$ cat src/rtl/add_seq_ctrl.sv
// Chunk-serial WIDTH-bit adder: one shared 16-bit full adder is walked LSB chunk first,
// with the inter-chunk carry held in a register between cycles.

module fulladd16 (
    input  logic [15:0] a,
    input  logic [15:0] b,
    input  logic        c_in,
    output logic [15:0] sum,
    output logic        c_out
);
    assign {c_out, sum} = {1'b0, a} + {1'b0, b} + {16'd0, c_in};
endmodule

module add_seq_ctrl #(
    parameter int WIDTH = 64
) (
    input  logic             clk,
    input  logic             rst_n,
    input  logic             in_valid,
    output logic             in_ready,
    input  logic [WIDTH-1:0] a,
    input  logic [WIDTH-1:0] b,
    input  logic             c_in,
    output logic             out_valid,
    input  logic             out_ready,
    output logic [WIDTH-1:0] sum,
    output logic             c_out,
    output logic             ovf,
    output logic             busy
);
    localparam int NCHUNK = WIDTH / 16;
    localparam int IDX_W  = (NCHUNK > 1) ? $clog2(NCHUNK) : 1;
    localparam logic [IDX_W-1:0] LAST_IDX = IDX_W'(NCHUNK - 1);

    typedef enum logic [1:0] {
        IDLE = 2'b00,
        RUN  = 2'b01,
        DONE = 2'b10
    } state_e;

    state_e             state_q, state_d;
    logic [IDX_W-1:0]   idx_q, idx_d;
    logic               carry_q, carry_d;
    logic [WIDTH-1:0]   a_q, a_d;
    logic [WIDTH-1:0]   b_q, b_d;
    logic [WIDTH-1:0]   sum_q, sum_d;
    logic               c_out_q, c_out_d;
    logic               ovf_q, ovf_d;

    logic [15:0]        a_chunk, b_chunk, fa_sum;
    logic               fa_cout;

    // Chunk select written as a compare-per-chunk mux so every slice index is a constant.
    always_comb begin
        a_chunk = '0;
        b_chunk = '0;
        for (int i = 0; i < NCHUNK; i++) begin
            if (idx_q == IDX_W'(i)) begin
                a_chunk = a_q[16*i +: 16];
                b_chunk = b_q[16*i +: 16];
            end
        end
    end

    fulladd16 u_fa (
        .a     (a_chunk),
        .b     (b_chunk),
        .c_in  (carry_q),
        .sum   (fa_sum),
        .c_out (fa_cout)
    );

    always_comb begin
        // NOTE: every output of this block is defaulted first so no path leaves one unassigned (no latches).
        state_d   = state_q;
        idx_d     = idx_q;
        carry_d   = carry_q;
        a_d       = a_q;
        b_d       = b_q;
        sum_d     = sum_q;
        c_out_d   = c_out_q;
        ovf_d     = ovf_q;
        in_ready  = 1'b0;
        out_valid = 1'b0;
        busy      = 1'b0;

        case (state_q)
            IDLE: begin
                in_ready = 1'b1;
                if (in_valid) begin
                    a_d     = a;
                    b_d     = b;
                    carry_d = c_in;
                    idx_d   = '0;
                    sum_d   = '0;
                    state_d = RUN;
                end
            end
            RUN: begin
                busy = 1'b1;
                for (int i = 0; i < NCHUNK; i++) begin
                    if (idx_q == IDX_W'(i)) sum_d[16*i +: 16] = fa_sum;
                end
                carry_d = fa_cout;
                if (idx_q == LAST_IDX) begin
                    c_out_d = fa_cout;
                    ovf_d   = (a_q[WIDTH-1] == b_q[WIDTH-1]) && (fa_sum[15] != a_q[WIDTH-1]);
                    idx_d   = '0;
                    state_d = DONE;
                end else begin
                    idx_d = idx_q + IDX_W'(1);
                end
            end
            DONE: begin
                busy      = 1'b1;
                out_valid = 1'b1;
                if (out_ready) state_d = IDLE;
            end
            default: state_d = IDLE;  // unused code 2'b11 recovers
        endcase
    end

    // NOTE: sequential state uses non-blocking assignments so all flops update together at the edge.
    always_ff @(posedge clk or negedge rst_n) begin
        if (!rst_n) begin
            state_q <= IDLE;
            idx_q   <= '0;
            carry_q <= 1'b0;
            a_q     <= '0;
            b_q     <= '0;
            sum_q   <= '0;
            c_out_q <= 1'b0;
            ovf_q   <= 1'b0;
        end else begin
            state_q <= state_d;
            idx_q   <= idx_d;
            carry_q <= carry_d;
            a_q     <= a_d;
            b_q     <= b_d;
            sum_q   <= sum_d;
            c_out_q <= c_out_d;
            ovf_q   <= ovf_d;
        end
    end

    assign sum   = sum_q;
    assign c_out = c_out_q;
    assign ovf   = ovf_q;

endmodule
$ cat config.mk
export PLATFORM = sky130hd
export DESIGN_NAME = add_seq_ctrl
export DESIGN_NICKNAME = d
export VERILOG_FILES = /design/src/rtl/add_seq_ctrl.sv
export SDC_FILE = /design/constraint.sdc
export NUM_CORES = 1
export LEC_CHECK = 0
export BUFFER_PORTS_ARGS = -buffer_cell sky130_fd_sc_hd__buf_2
export CAP_MARGIN = 20
export CORE_MARGIN = 2
export CORE_UTILIZATION = 40
export DETAILED_ROUTE_END_ITERATION = 8
export PLACE_DENSITY = 0.69
export SETUP_SLACK_MARGIN = 0.1
export SLEW_MARGIN = 0
export SYNTH_ARGS = -nofsm -noshare
export SYNTH_HDL_FRONTEND = slang
export SYNTH_HIERARCHICAL = 1
export SYNTH_SLANG_ARGS = --single-unit
export TNS_END_PERCENT = 50
$ cat constraint.sdc
create_clock -name clk -period 5.6 [get_ports clk]
set_input_delay 1.4 -clock clk [delete_from_list [all_inputs] [get_ports clk]]
set_output_delay 1.4 -clock clk [all_outputs]
set_load 0.05 [all_outputs]
Yosys cells after proc, flatten, opt, wreduce, memory -nomap -nowiden
Index checks and enable logic that the tools add are counted.
{ "word_totals": {"out_inout_bits": 69, "input_bits": 133, "ff_bits": 199, "elab_cells": 66} }
{ "op_classes": {"mux": 26, "reduce_logical": 13, "add_sub_neg": 3, "eq_ne": 13} }
{ "op_table": {"columns": ["operator", "n"], "rows": [
  ["$mux 16", 12],
  ["$pmux 64 s2", 1],
  ["$mux 64", 1],
  ["$add 16x16->17", 1],
  ["$add 17x1->17", 1],
  ["$reduce_and 3->1", 5],
  ["$ne 2x2->1 const B", 6],
  ["$mux 2", 5],
  ["$eq 2x2->1 const B", 3],
  ["$pmux 2 s3", 1],
  ["$reduce_and 2->1", 3],
  ["$eq 2x1->1 const B", 2],
  ["$logic_not 2->1", 2],
  ["$mux 1", 4],
  ["$pmux 2 s2", 1],
  ["$add 2x1->2 const B", 1],
  ["$pmux 1 s2", 1],
  ["$reduce_bool 2->1", 1],
  ["$reduce_or 2->1", 1],
  ["$eq 1x1->1", 1],
  ["$logic_and 1x1->1", 1],
  ["$ne 1x1->1", 1]
]} }

Depth between registers and ports, before layout
Gate-level depths: netlist of the first run.
{ "logic_depth": {"word_depth": 9, "mapped_depth": 17, "mapped_depth_nobuf": 14} }

By module
The synthesis of the first run kept the hierarchy.
{ "modules_own_cells": {"columns": ["mod", "area_per_inst_um2", "n_inst", "cells_each", "seq_area_each_um2"], "rows": [
  ["add_seq_ctrl", 8677.1, 1, 623, 4979.8],
  ["fulladd16", 726.9, 1, 91, 0.0]
]} }

Worst setup path after synthesis of the first run
Ideal clock, no wire load.
{ "synth_path": {"path_type": "register to register", "start": "register idx_q[1]", "end": "register carry_q", "stages_incl_launch_ff": 16, "required_ns": 5.474, "n_path_buf": 2, "period_less_slack_ns": 3.896, "path_slack_ns": 1.704, "setup_ns": 0.126, "t_arrival_ns": 3.770, "path_cell_list": "dfrtp_1 inv_1 ha_1 clkbuf_1 nor2b_1 buf_2 a221oi_1 o31ai_1 fa_1 fa_1 a21o_4 a311oi_2 nor3_1 or2_4 a311o_1 a221o_1"} }
{ "synth_via": {"elab_chain_cells": 8, "word_cells_on_any_way": 15, "classes_between": "add/sub (2); eq/ne (3); mux (9); reduce/logical (1)"} }
{ "synth_lines": {"columns": ["item", "line", "source"], "rows": [
  ["start: declaration", "42", "logic [IDX_W-1:0] idx_q, idx_d;"],
  ["start signal: assignment", "136", "idx_q <= idx_d;"],
  ["$logic_not 2->1", "58", "if (idx_q == IDX_W'(i)) begin"],
  ["$mux 16 (3 in a row)", "58", null],
  ["$mux 16 (*)", "58", null],
  ["net a_chunk[0]", "50", "logic [15:0] a_chunk, b_chunk, fa_sum;"],
  ["$add 16x16->17 (*)", "11", "assign {c_out, sum} = {1'b0, a} + {1'b0, b} + {16'd0, c_in};"],
  ["$add 17x1->17 (*)", "11", null],
  ["net fa_cout", "51", "logic fa_cout;"],
  ["$pmux 1 s2 (*)", "87", "case (state_q)"],
  ["end signal: assignment", "137", "carry_q <= carry_d;"],
  ["end: declaration", "43", "logic carry_q, carry_d;"]
]} }
The timed path passes the listed nets; every way through them passes the cells marked *.
A chain may end at the register's enable or synchronous reset.

Final worst setup path of the first run
{ "layout_path": {"start": "register idx_q[0]", "end": "register carry_q"} }
The elaborated chain is that of the path after synthesis.

==> impl_metrics.py, run 1 <==
metrics = {
    "pwr": {
        "powerDensity_mw_per_mm2": 748,
        "p_int_uw": 4700,
        "ir_drop_mv": 0.301,
        "cellLeakagePower_uw": 0.00532,
        "p_comb_share_pct": 56.6,
        "pwr-share-seq_pct": 29.1,
        "clockPowerShare_pct": 14.4,
        "swShare_pct": 44.1,
        "power.net_switching_uw": 3710,
    },
    "place": {
        "dp.cells": 1199,
        "finalWeightedCongestion": 0.799,
        "dp_hpwl_um": 17300,
        "portBuffers": 201,
    },
    "cts": {
        "cts_buffers": 17,
        "clk_pin_slew_ns": 0.07,
        "cts_setup_buffers": 0,
        "cts_root_buffer": "clkbuf_16",
        "cts_tree": "yes",
        "cts_sinks": 199,
        "cts_resized": 0,
        "htree_num_levels": 4,
        "cts_hold_buf": 0,
        "clk_latency_ns": 0.45,
        "cts_buffer_depth": 2,
    },
    "yosys": {
        "post-synth-top-count-cell": "dfrtp_1",
        "ys_types": 49,
        "ys_seq_elements": 199,
        "yosysSeqAreaShare_pct": 53.0,
        "synthTopCellsByArea": "dfrtp_1 (53%), mux2_2 (18%), mux2_4 (4.8%)",
        "ys.flop_type": "dfrtp_1",
        "synth_area_per_cell_um2": 13.2,
        "netlist_instances": 714,
        "synth_area_mm2": 0.00940,
        "yosys.area.top_type": "dfrtp_1",
        "synth_top_area_share_pct": 53.0,
        "async_reset_ff_share_pct": 100,
        "yosys_warnings": 6,
        "synth-edff-count": 0,
        "synth_commonest_cells": "dfrtp_1 (199), mux2_2 (149), nand2_1 (45)",
        "syn-num-nets": 872,
    },
    "worst_setup_path": {
        "worstPathArrival_ns": 4.63,
        "path_cells": "inv_1, ha_1, nor2b_2, buf_4, a221oi_1, o31ai_1, fa_1, fa_1, a21o_4, a311oi_2, nor3_1, or2_4, a311o_1, a221o_1",
        "critPathLaunchType": "flop",
        "cp.required_ns": 5.93,
        "slowest_stage": "fa_1",
        "regToRegSetupSlack_ns": 1.30,
        "endpoint_kind": "flop",
        "crit_fanout": 21,
        "critPathLaunch": "idx_q[0]",
        "critPathKind": "flop to flop",
        "cp_common_cell": "fa_1",
        "r2r-start": "idx_q[0]",
        "max_stage_delay_ns": 0.48,
    },
    "sta": {
        "fin_crit_sh_pct": 76.8,
        "setup_tns_ns": 0,
        "hold_viol": 0,
        "tightest_slew_ns": 1.00,
        "fmax_mhz": 232,
        "clock_skew_ns": 0.0181,
        "relSlewSlack_pct": 33.3,
        "period_needed_ns": 4.30,
        "rsz0062_at_grt": "false",
        "finalSetupViolCount": 0,
        "drv_slew": 0,
    },
    "floorplanning": {
        "die_x_um": 157,
        "die_area_mm2": 0.0248,
        "ioPinCount": 202,
        "start_util_pct": 40.4,
        "rows": 56,
        "die_y_um": 157,
        "placeableCoreArea_mm2": 0.0233,
    },
    "status": {
        "run_status": "finished clean",
    },
    "global_route": {
        "antenna_found_initial": 1,
        "grt_max_degree": 102,
        "grt_util_all_layers_pct": 19.3,
        "grt_pass1_wl_um": 35900,
        "grt_overflow": 0,
        "grt_pass1_vias": 6349,
    },
    "routing": {
        "wl_per_cell_um": 19.2,
        "vias": 6425,
        "first_pass_iters": 4,
        "via_per_inst": 5.22,
        "initialDrtViolationCount": 431,
        "ant_nets": 0,
        "wl_um": 23600,
        "drc_errors": 0,
    },
    "final_layout": {
        "drive_above_1_share_pct": 47.4,
        "nFillCells": 2126,
        "layout.nets": 1057,
        "fin_cells": 1231,
        "area_growth_pct": 19.5,
    },
    "min_path": {
        "hp-class": "flop to flop",
        "hp-start": "ovf",
    },
    "flow_run": {
        "cap_violations": 0,
    },
}
==> worst paths after layout <==
kind,cells past startpoint,to
max,14,carry_q
min,2,ovf
max reg2reg,14,carry_q
min reg2reg,2,ovf
max in group asynchronous,2,a_q[50]
min in group asynchronous,1,sum[8]
==> state kept, by name (all words and copies together) (netlist names) <==
register and count:
ovf 1, carry_q 1, c_out 1, b_q 64
state_q 2, a_q 64, sum 64, idx_q 2
==> critical path, delay by kind of cell (launching register included) <==
family / cells / cell delay (ns)
buffers and inverters: 2 / 0.32
adder cells (fa/ha/maj): 3 / 1.15
AND/OR/NAND/NOR: 3 / 0.59
flip-flops: 1 / 0.42
AO/OA/AOI/OAI: 6 / 1.69
==> per-layer routing <==
metal	wire length, um	track usage, %	vias to the layer above
met1	10900	27.4	3236
met4	189	5.50	0
met5	0	0	-
li1	-	-	2975
met2	11000	29.9	203
met3	1490	4.19	11
==> metrics by stage <==
step / utilization, % / area [um2] / hold slack, ns / total power, uW / worst slack [ns]
after detailed placement: 45.9 / 10700 / 0.473 / 7220 / 1.28
after floorplan: - / 9400 / 0.480 / 6060 / 1.70
after global routing: 48.3 / 11200 / 0.516 / 8950 / 0.998
after CTS: 48.3 / 11200 / 0.489 / 8440 / 1.27
final: 48.3 / 11200 / 0.489 / 8410 / 1.30
after global placement: 45.8 / 10700 / 0.477 / 7110 / 1.36
==> cell type report <==
| cell class | count | area, um2 | area share, % |
|---|---|---|---|
| multi-input combinational | 461 | 4150 | 36.9 |
| sequential | 199 | 4980 | 44.3 |
| timing repair buffer | 211 | 1110 | 9.84 |
| inverter | 9 | 33.8 | 0.301 |
| tap | 319 | 399 | 3.55 |
| clock inverter | 13 | 141 | 1.26 |
| clock buffer | 18 | 429 | 3.82 |
| antenna | 1 | 2.50 | 0.0223 |
==> power by group through the flow <==
stage               clock network (uW)  logic [uW]  registers (uW)
floorplan                            0        3270            2790
global placement                     0        4650            2450
detailed placement                   0        4750            2470
CTS                               1230        4770            2440
global route                      1280        5150            2520
finish                            1210        4760            2440
==> logic make-up (layout without fill, tap and decap cells) <==
family | Yosys count | count (layout) | synth area share, %
DFF | 199 | 199 | 53.0
adders and majority gates | 25 | 25 | 3.49
other | 0 | 1 | 0
and+or+nand+nor | 114 | 114 | 5.46
xor gates and xnor gates | 13 | 13 | 1.21
muxes | 180 | 180 | 22.9
AOI/OAI and AO/OA | 129 | 129 | 11.0
buffers and inverters | 54 | 251 | 3.05
==> cells in the final DEF, fill, tap and decap left out, types with 3 or more instances in the layout <==
| master | count |
|---|---|
| inv_6 | 4 |
| a21oi_4 | 3 |
| a21o_1 | 5 |
| nand3_1 | 3 |
| nor2b_1 | 3 |
| buf_4 | 8 |
| nand2_1 | 44 |
| nor2_1 | 36 |
| a22o_1 | 19 |
| a21oi_1 | 13 |
| clkbuf_16 | 17 |
| clkinvlp_4 | 5 |
| o21ai_0 | 4 |
| ha_1 | 22 |
| buf_2 | 200 |
| and2_1 | 17 |
| o31ai_1 | 31 |
| xnor2_1 | 4 |
| inv_1 | 8 |
| o21ai_1 | 3 |
| xor2_1 | 9 |
| a31oi_1 | 3 |
| mux2_2 | 149 |
| mux2_4 | 30 |
| a221oi_1 | 33 |
| dfrtp_1 | 199 |
Power figures use the tool's default switching activity.
==> run 2: changes to the inputs <==
--- a/config.mk
+++ b/config.mk
@@ -5,12 +5,13 @@
 export SDC_FILE = /design/constraint.sdc
 export NUM_CORES = 1
 export LEC_CHECK = 0
+export ABC_AREA = 1
 export BUFFER_PORTS_ARGS = -buffer_cell sky130_fd_sc_hd__buf_2
 export CAP_MARGIN = 20
 export CORE_MARGIN = 2
 export CORE_UTILIZATION = 40
 export DETAILED_ROUTE_END_ITERATION = 8
-export PLACE_DENSITY = 0.69
+export PLACE_DENSITY = 0.7
 export SETUP_SLACK_MARGIN = 0.1
 export SLEW_MARGIN = 0
 export SYNTH_ARGS = -nofsm -noshare
==> constraint.sdc (replaced) <==
create_clock -name clk -period 3.6 [get_ports clk]
set_input_delay 0.9 -clock clk [delete_from_list [all_inputs] [get_ports clk]]
set_output_delay 0.9 -clock clk [all_outputs]
set_load 0.05 [all_outputs]
==> impl_metrics.py, run 2 <==
metrics = {
    "status": {
        "run_status": "finished clean",
    },
    "pwr": {
        "ir_drop_mv": 0.398,
        "powerDensity_mw_per_mm2": 1030,
        "cellLeakagePower_uw": 0.00712,
    },
    "routing": {
        "via_per_inst": 5.03,
        "first_pass_iters": 6,
        "wl_per_cell_um": 15.3,
        "vias": 9539,
        "wl_um": 29000,
        "drc_errors": 0,
        "initialDrtViolationCount": 829,
        "ant_nets": 0,
    },
    "global_route": {
        "grt_max_degree": 130,
        "antenna_found_initial": 0,
        "grt_overflow": 0,
        "grt_util_all_layers_pct": 22.1,
        "grt_pass1_wl_um": 46500,
        "grt_pass1_vias": 8889,
    },
    "yosys": {
        "synth_area_mm2": 0.0103,
        "ys_seq_elements": 199,
        "yosysSeqAreaShare_pct": 48.6,
        "syn-num-nets": 1557,
        "yosys_warnings": 6,
        "post-synth-top-count-cell": "nand2_1",
        "async_reset_ff_share_pct": 100,
        "synth-edff-count": 0,
        "synth_commonest_cells": "nand2_1 (646), nand3_1 (222), dfrtp_1 (199)",
        "yosys.area.top_type": "dfrtp_1",
        "netlist_instances": 1399,
        "synth_top_area_share_pct": 48.6,
        "ys.flop_type": "dfrtp_1",
        "ys_types": 26,
        "synth_area_per_cell_um2": 7.33,
        "synthTopCellsByArea": "dfrtp_1 (49%), nand2_1 (24%), nand3_1 (11%)",
    },
    "floorplanning": {
        "ioPinCount": 202,
        "die_y_um": 164,
        "start_util_pct": 40.7,
        "placeableCoreArea_mm2": 0.0252,
        "die_x_um": 164,
        "die_area_mm2": 0.0269,
        "rows": 58,
    },
    "worst_setup_path": {
        "endpoint_kind": "flop",
        "critPathKind": "flop to flop",
        "critPathLaunchType": "flop",
        "cp.required_ns": 3.97,
        "reg2reg_depth": 21,
        "worstPathArrival_ns": 3.61,
        "crit_fanout": 16,
    },
    "sta": {
        "clock_skew_ns": 0.0134,
        "setup_tns_ns": 0,
        "rsz0062_at_grt": "false",
        "fmax_mhz": 309,
        "fin_crit_sh_pct": 90.0,
        "period_needed_ns": 3.24,
        "finalSetupViolCount": 0,
        "drv_slew": 0,
        "hold_viol": 0,
        "tightest_slew_ns": 0.800,
        "setup_slack_ns": 0.359,
        "relSlewSlack_pct": 46.6,
    },
    "cts": {
        "cts_resized": 0,
        "cts_root_buffer": "clkbuf_16",
        "cts_buffer_depth": 2,
        "cts_setup_buffers": 0,
        "cts_sinks": 199,
        "cts_hold_buf": 0,
        "cts_buffers": 17,
        "clk_latency_ns": 0.44,
        "cts_tree": "yes",
        "htree_num_levels": 4,
        "clk_pin_slew_ns": 0.07,
    },
    "place": {
        "place_ws_ns": 0.333,
        "dp_hpwl_um": 21000,
        "portBuffers": 201,
        "finalWeightedCongestion": 0.924,
    },
    "final_layout": {
        "layout.nets": 1713,
        "utilization_pct": 48.0,
        "layout_commonest_cell": "nand2_1",
        "diodes": 0,
        "area_growth_pct": 17.8,
        "final_cell_mix": "nand2_1 (644), nand3_1 (222), dfrtp_1 (199), buf_2 (199), nor2_1 (74)",
        "drive_above_1_share_pct": 18.3,
    },
    "min_path": {
        "hp-class": "flop to flop",
        "hold_depth": 2,
    },
    "flow_run": {
        "cap_violations": 0,
    },
}
-- run 2: cell types whose count changed in the layout (fill, tap and decap cells not counted), sizes merged, moves of 6 or more --
cell and change:
a22o -19, nor2 +39, mux2 -179, and2 -17, a21oi +23, nand3 +221, o31ai -31, a221oi -33
inv +65, a21o -6, nand2 +615, buf +10
-- run 2: layout make-up --
cell class | count | area, um2
Clock inverter | 13 | 136
Clock buffer | 18 | 429
Fill cell | 2493 | 13100
Multi-Input combinational cell | 1042 | 4640
Sequential cell | 199 | 4980
Tap cell | 330 | 413
Inverter | 74 | 278
Timing Repair Buffer | 221 | 1200
-- run 2: path summary, 6_finish.rpt --
path / to / start / slack (ns)
max in group asynchronous: sum[41] / rst_n / 2.21
min in group asynchronous: sum[63] / rst_n / 0.51
setup / recovery: sum[10] / idx_q[0] / 0.36
hold / removal: sum[38] / sum[38] / 0.47
hold reg to reg: sum[38] / sum[38] / 0.47
setup reg to reg: sum[10] / idx_q[0] / 0.36
-- run 2: layer usage --
layer	vias up	track usage, %	routed length, um
met5	-	0	0
met4	0	6.26	568
met3	35	3.16	2080
met2	400	33.8	12800
met1	4413	32.6	13500
li1	4691	-	-
-- run 2: through the flow --
stage	hold slack (ns)	power, uW	area, um2	std cells
floorplan	0.442	8680	10300	1399
global placement	0.448	10400	11500	1866
detailed placement	0.453	10500	11500	1866
CTS	0.470	12400	12100	1897
global route	0.491	13500	12100	1897
finish	0.467	12500	12100	1897
-- run 2: worst max-delay path, cell delays in order (launching register included) --
cell      delay [ns]
dfrtp_1         0.42
inv_1           0.13
ha_1            0.19
clkinv_1        0.10
buf_4           0.21
nor2_1          0.12
nor2_1          0.05
nand2_1         0.08
nand2_1         0.07
fa_1            0.44
fa_2            0.37
nand2_1         0.12
nand3_1         0.07
nand3_1         0.11
nand2_2         0.09
nand2_1         0.08
nand3_1         0.07
nand2_1         0.08
nand2_1         0.05
inv_1           0.12
nand3_1         0.09
nand2_1         0.11
-- run 2: power by group --
group	total, uW	leakage (uW)	switching (uW)	internal (uW)
combinational	6860	0.00431	4850	2010
clock	1890	0.000277	916	973
sequential	3700	0.00253	565	3140
-- run 2: kinds of logic after synthesis --
kind of cell / share of synthesized area [%]
xor gates and xnor gates: 0.598
and+or+nand+nor: 38.9
DFF: 48.6
adders and majority gates: 3.20
AOI/OAI and AO/OA: 2.28
buffers and inverters: 6.47
==> run 3: changes to the inputs <==
--- a/config.mk
+++ b/config.mk
@@ -11,7 +11,8 @@
 export CORE_MARGIN = 2
 export CORE_UTILIZATION = 40
 export DETAILED_ROUTE_END_ITERATION = 8
-export PLACE_DENSITY = 0.7
+export HOLD_SLACK_MARGIN = 0.02
+export PLACE_DENSITY = 0.68
 export SETUP_SLACK_MARGIN = 0.1
 export SLEW_MARGIN = 0
 export SYNTH_ARGS = -nofsm -noshare
==> constraint.sdc (replaced) <==
create_clock -name clk -period 3.7 [get_ports clk]
set_input_delay 0.925 -clock clk [delete_from_list [all_inputs] [get_ports clk]]
set_output_delay 0.925 -clock clk [all_outputs]
set_load 0.05 [all_outputs]
==> impl_metrics.py, run 3 (synthesis gave the netlist of run 2 again) <==
metrics = {
    "floorplanning": {
        "die_area_mm2": 0.0269,
        "ioPinCount": 202,
        "die_x_um": 164,
        "start_util_pct": 40.7,
        "rows": 58,
        "die_y_um": 164,
        "placeableCoreArea_mm2": 0.0252,
    },
    "sta": {
        "finalSetupViolCount": 0,
        "setup_slack_ns": 0.485,
        "drv_slew": 0,
        "relSlewSlack_pct": 42.4,
        "hold_viol": 0,
        "rsz0062_at_grt": "false",
        "setup_tns_ns": 0,
        "fin_crit_sh_pct": 86.9,
        "period_needed_ns": 3.22,
        "fmax_mhz": 311,
        "tightest_slew_ns": 0.863,
        "clock_skew_ns": 0.0147,
    },
    "cts": {
        "cts_sinks": 199,
        "cts_buffers": 17,
        "cts_tree": "yes",
        "cts_resized": 0,
        "clk_pin_slew_ns": 0.08,
        "htree_num_levels": 4,
        "cts_hold_buf": 0,
        "clk_latency_ns": 0.45,
        "cts_buffer_depth": 2,
        "cts_setup_buffers": 0,
        "cts_root_buffer": "clkbuf_16",
    },
    "worst_setup_path": {
        "critPathLaunchType": "flop",
        "worstPathArrival_ns": 3.59,
        "path_buf_inv": 3,
        "crit_fanout": 17,
        "critical_path.top_delay_family": "adder cells",
        "endpoint_kind": "flop",
        "path_cells": "inv_1, ha_1, buf_4, a21oi_1, nand2_1, nand2_1, nand2_1, fa_1, fa_1, nand2_1, nand3_1, nand3_1, nand2_1, nand2_1, nand3_1, nand2_1, nand2_1, inv_1, nand3_1, nand2_1",
        "cp.required_ns": 4.08,
        "slowest_stage": "fa_1",
        "max_stage_delay_ns": 0.47,
        "cp_common_cell": "nand2_1",
        "critPathKind": "flop to flop",
    },
    "min_path": {
        "hp-class": "flop to flop",
    },
    "global_route": {
        "grt_pass1_wl_um": 46300,
        "antenna_found_initial": 0,
        "grt_pass1_vias": 8825,
        "grt_overflow": 0,
        "grt_max_degree": 91,
        "grt_util_all_layers_pct": 22.1,
    },
    "routing": {
        "vias": 9466,
        "top_layer_used": "met4",
        "wl_per_cell_um": 15.3,
        "wirelength_met1_um": 13800,
        "wl_um": 29100,
        "ant_nets": 0,
        "wl_met3_um": 2180,
        "first_pass_iters": 5,
        "drc_errors": 0,
        "route.met2.wl_um": 12500,
        "initialDrtViolationCount": 756,
        "via_per_inst": 4.98,
    },
    "final_layout": {
        "drive_above_1_share_pct": 18.3,
        "stdcell_area_mm2": 0.0121,
        "final_cell_mix": "nand2_1 (645), nand3_1 (222), dfrtp_1 (199), buf_2 (199), nor2_1 (74)",
        "layout.nets": 1715,
        "layout_commonest_cell": "nand2_1",
        "area_growth_pct": 18.0,
    },
    "pwr": {
        "powerDensity_mw_per_mm2": 1010,
        "cellLeakagePower_uw": 0.00715,
        "ir_drop_mv": 0.398,
    },
    "place": {
        "placed_cell_area_mm2": 0.0115,
        "finalWeightedCongestion": 0.921,
        "place_ws_ns": 0.421,
        "portBuffers": 201,
        "dp_hpwl_um": 21200,
    },
    "flow_run": {
        "cap_violations": 0,
    },
    "status": {
        "run_status": "finished clean",
    },
}
==> run 3: cell count changes in the layout (fill, tap and decap cells not counted), sizes merged <==
cell	delta
buf	+2
clkinv	-2
bufinv	+1
inv	+2
diode	+1
==> run 3: stage by stage <==
stage | util, % | hold WS, ns | total power, uW | instances
after floorplan | - | 0.442 | 8440 | 1399
after global placement | 45.6 | 0.448 | 10100 | 1868
after detailed placement | 45.6 | 0.457 | 10200 | 1868
after CTS | 48.0 | 0.475 | 12200 | 1900
after global routing | 48.1 | 0.488 | 13200 | 1900
final | 48.1 | 0.472 | 12200 | 1901
==> run 3: area by class of cell <==
type / count / area, um2
fillers: 2551 / 13100
inverters: 74 / 280
well taps: 330 / 413
multi-input cells: 1042 / 4630
clock inverters: 14 / 183
repair buffers: 223 / 1180
clock buffers: 18 / 429
diodes: 1 / 2.50
flip-flops and latches: 199 / 4980
==> run 3: final timing paths <==
check	cells after the start	endpoint	slack, ns	startpoint
hold / removal	2	sum[38]	0.47	sum[38]
max in group asynchronous	2	sum[38]	2.25	rst_n
min in group asynchronous	1	a_q[23]	0.55	rst_n
setup reg to reg	20	sum[26]	0.48	idx_q[1]
setup / recovery	20	sum[26]	0.48	idx_q[1]
hold reg to reg	2	sum[38]	0.47	sum[38]
==> run 3: report_power, final <==
part,switching (uW),total (uW),internal [uW]
sequential,559,3610,3050
clock,921,1950,1030
combinational,4690,6630,1940
total,6170,12200,6030
==> run 3: worst register-to-register path, cell delays in order (launching register included) <==
cell and delay [ns]:
dfrtp_1 0.38, inv_1 0.08, ha_1 0.24, buf_4 0.22, a21oi_1 0.14, nand2_1 0.06
nand2_1 0.06, nand2_1 0.07, fa_1 0.47, fa_1 0.43, nand2_1 0.12, nand3_1 0.09
nand3_1 0.08, nand2_1 0.11, nand2_1 0.10, nand3_1 0.06, nand2_1 0.07, nand2_1 0.05
inv_1 0.12, nand3_1 0.09, nand2_1 0.11
==> run 3: metal layers <==
metal	up-vias	track usage [%]
li1	4718	-
met1	4340	32.8
met2	363	33.2
met5	-	0
met4	0	6.66
met3	45	3.48
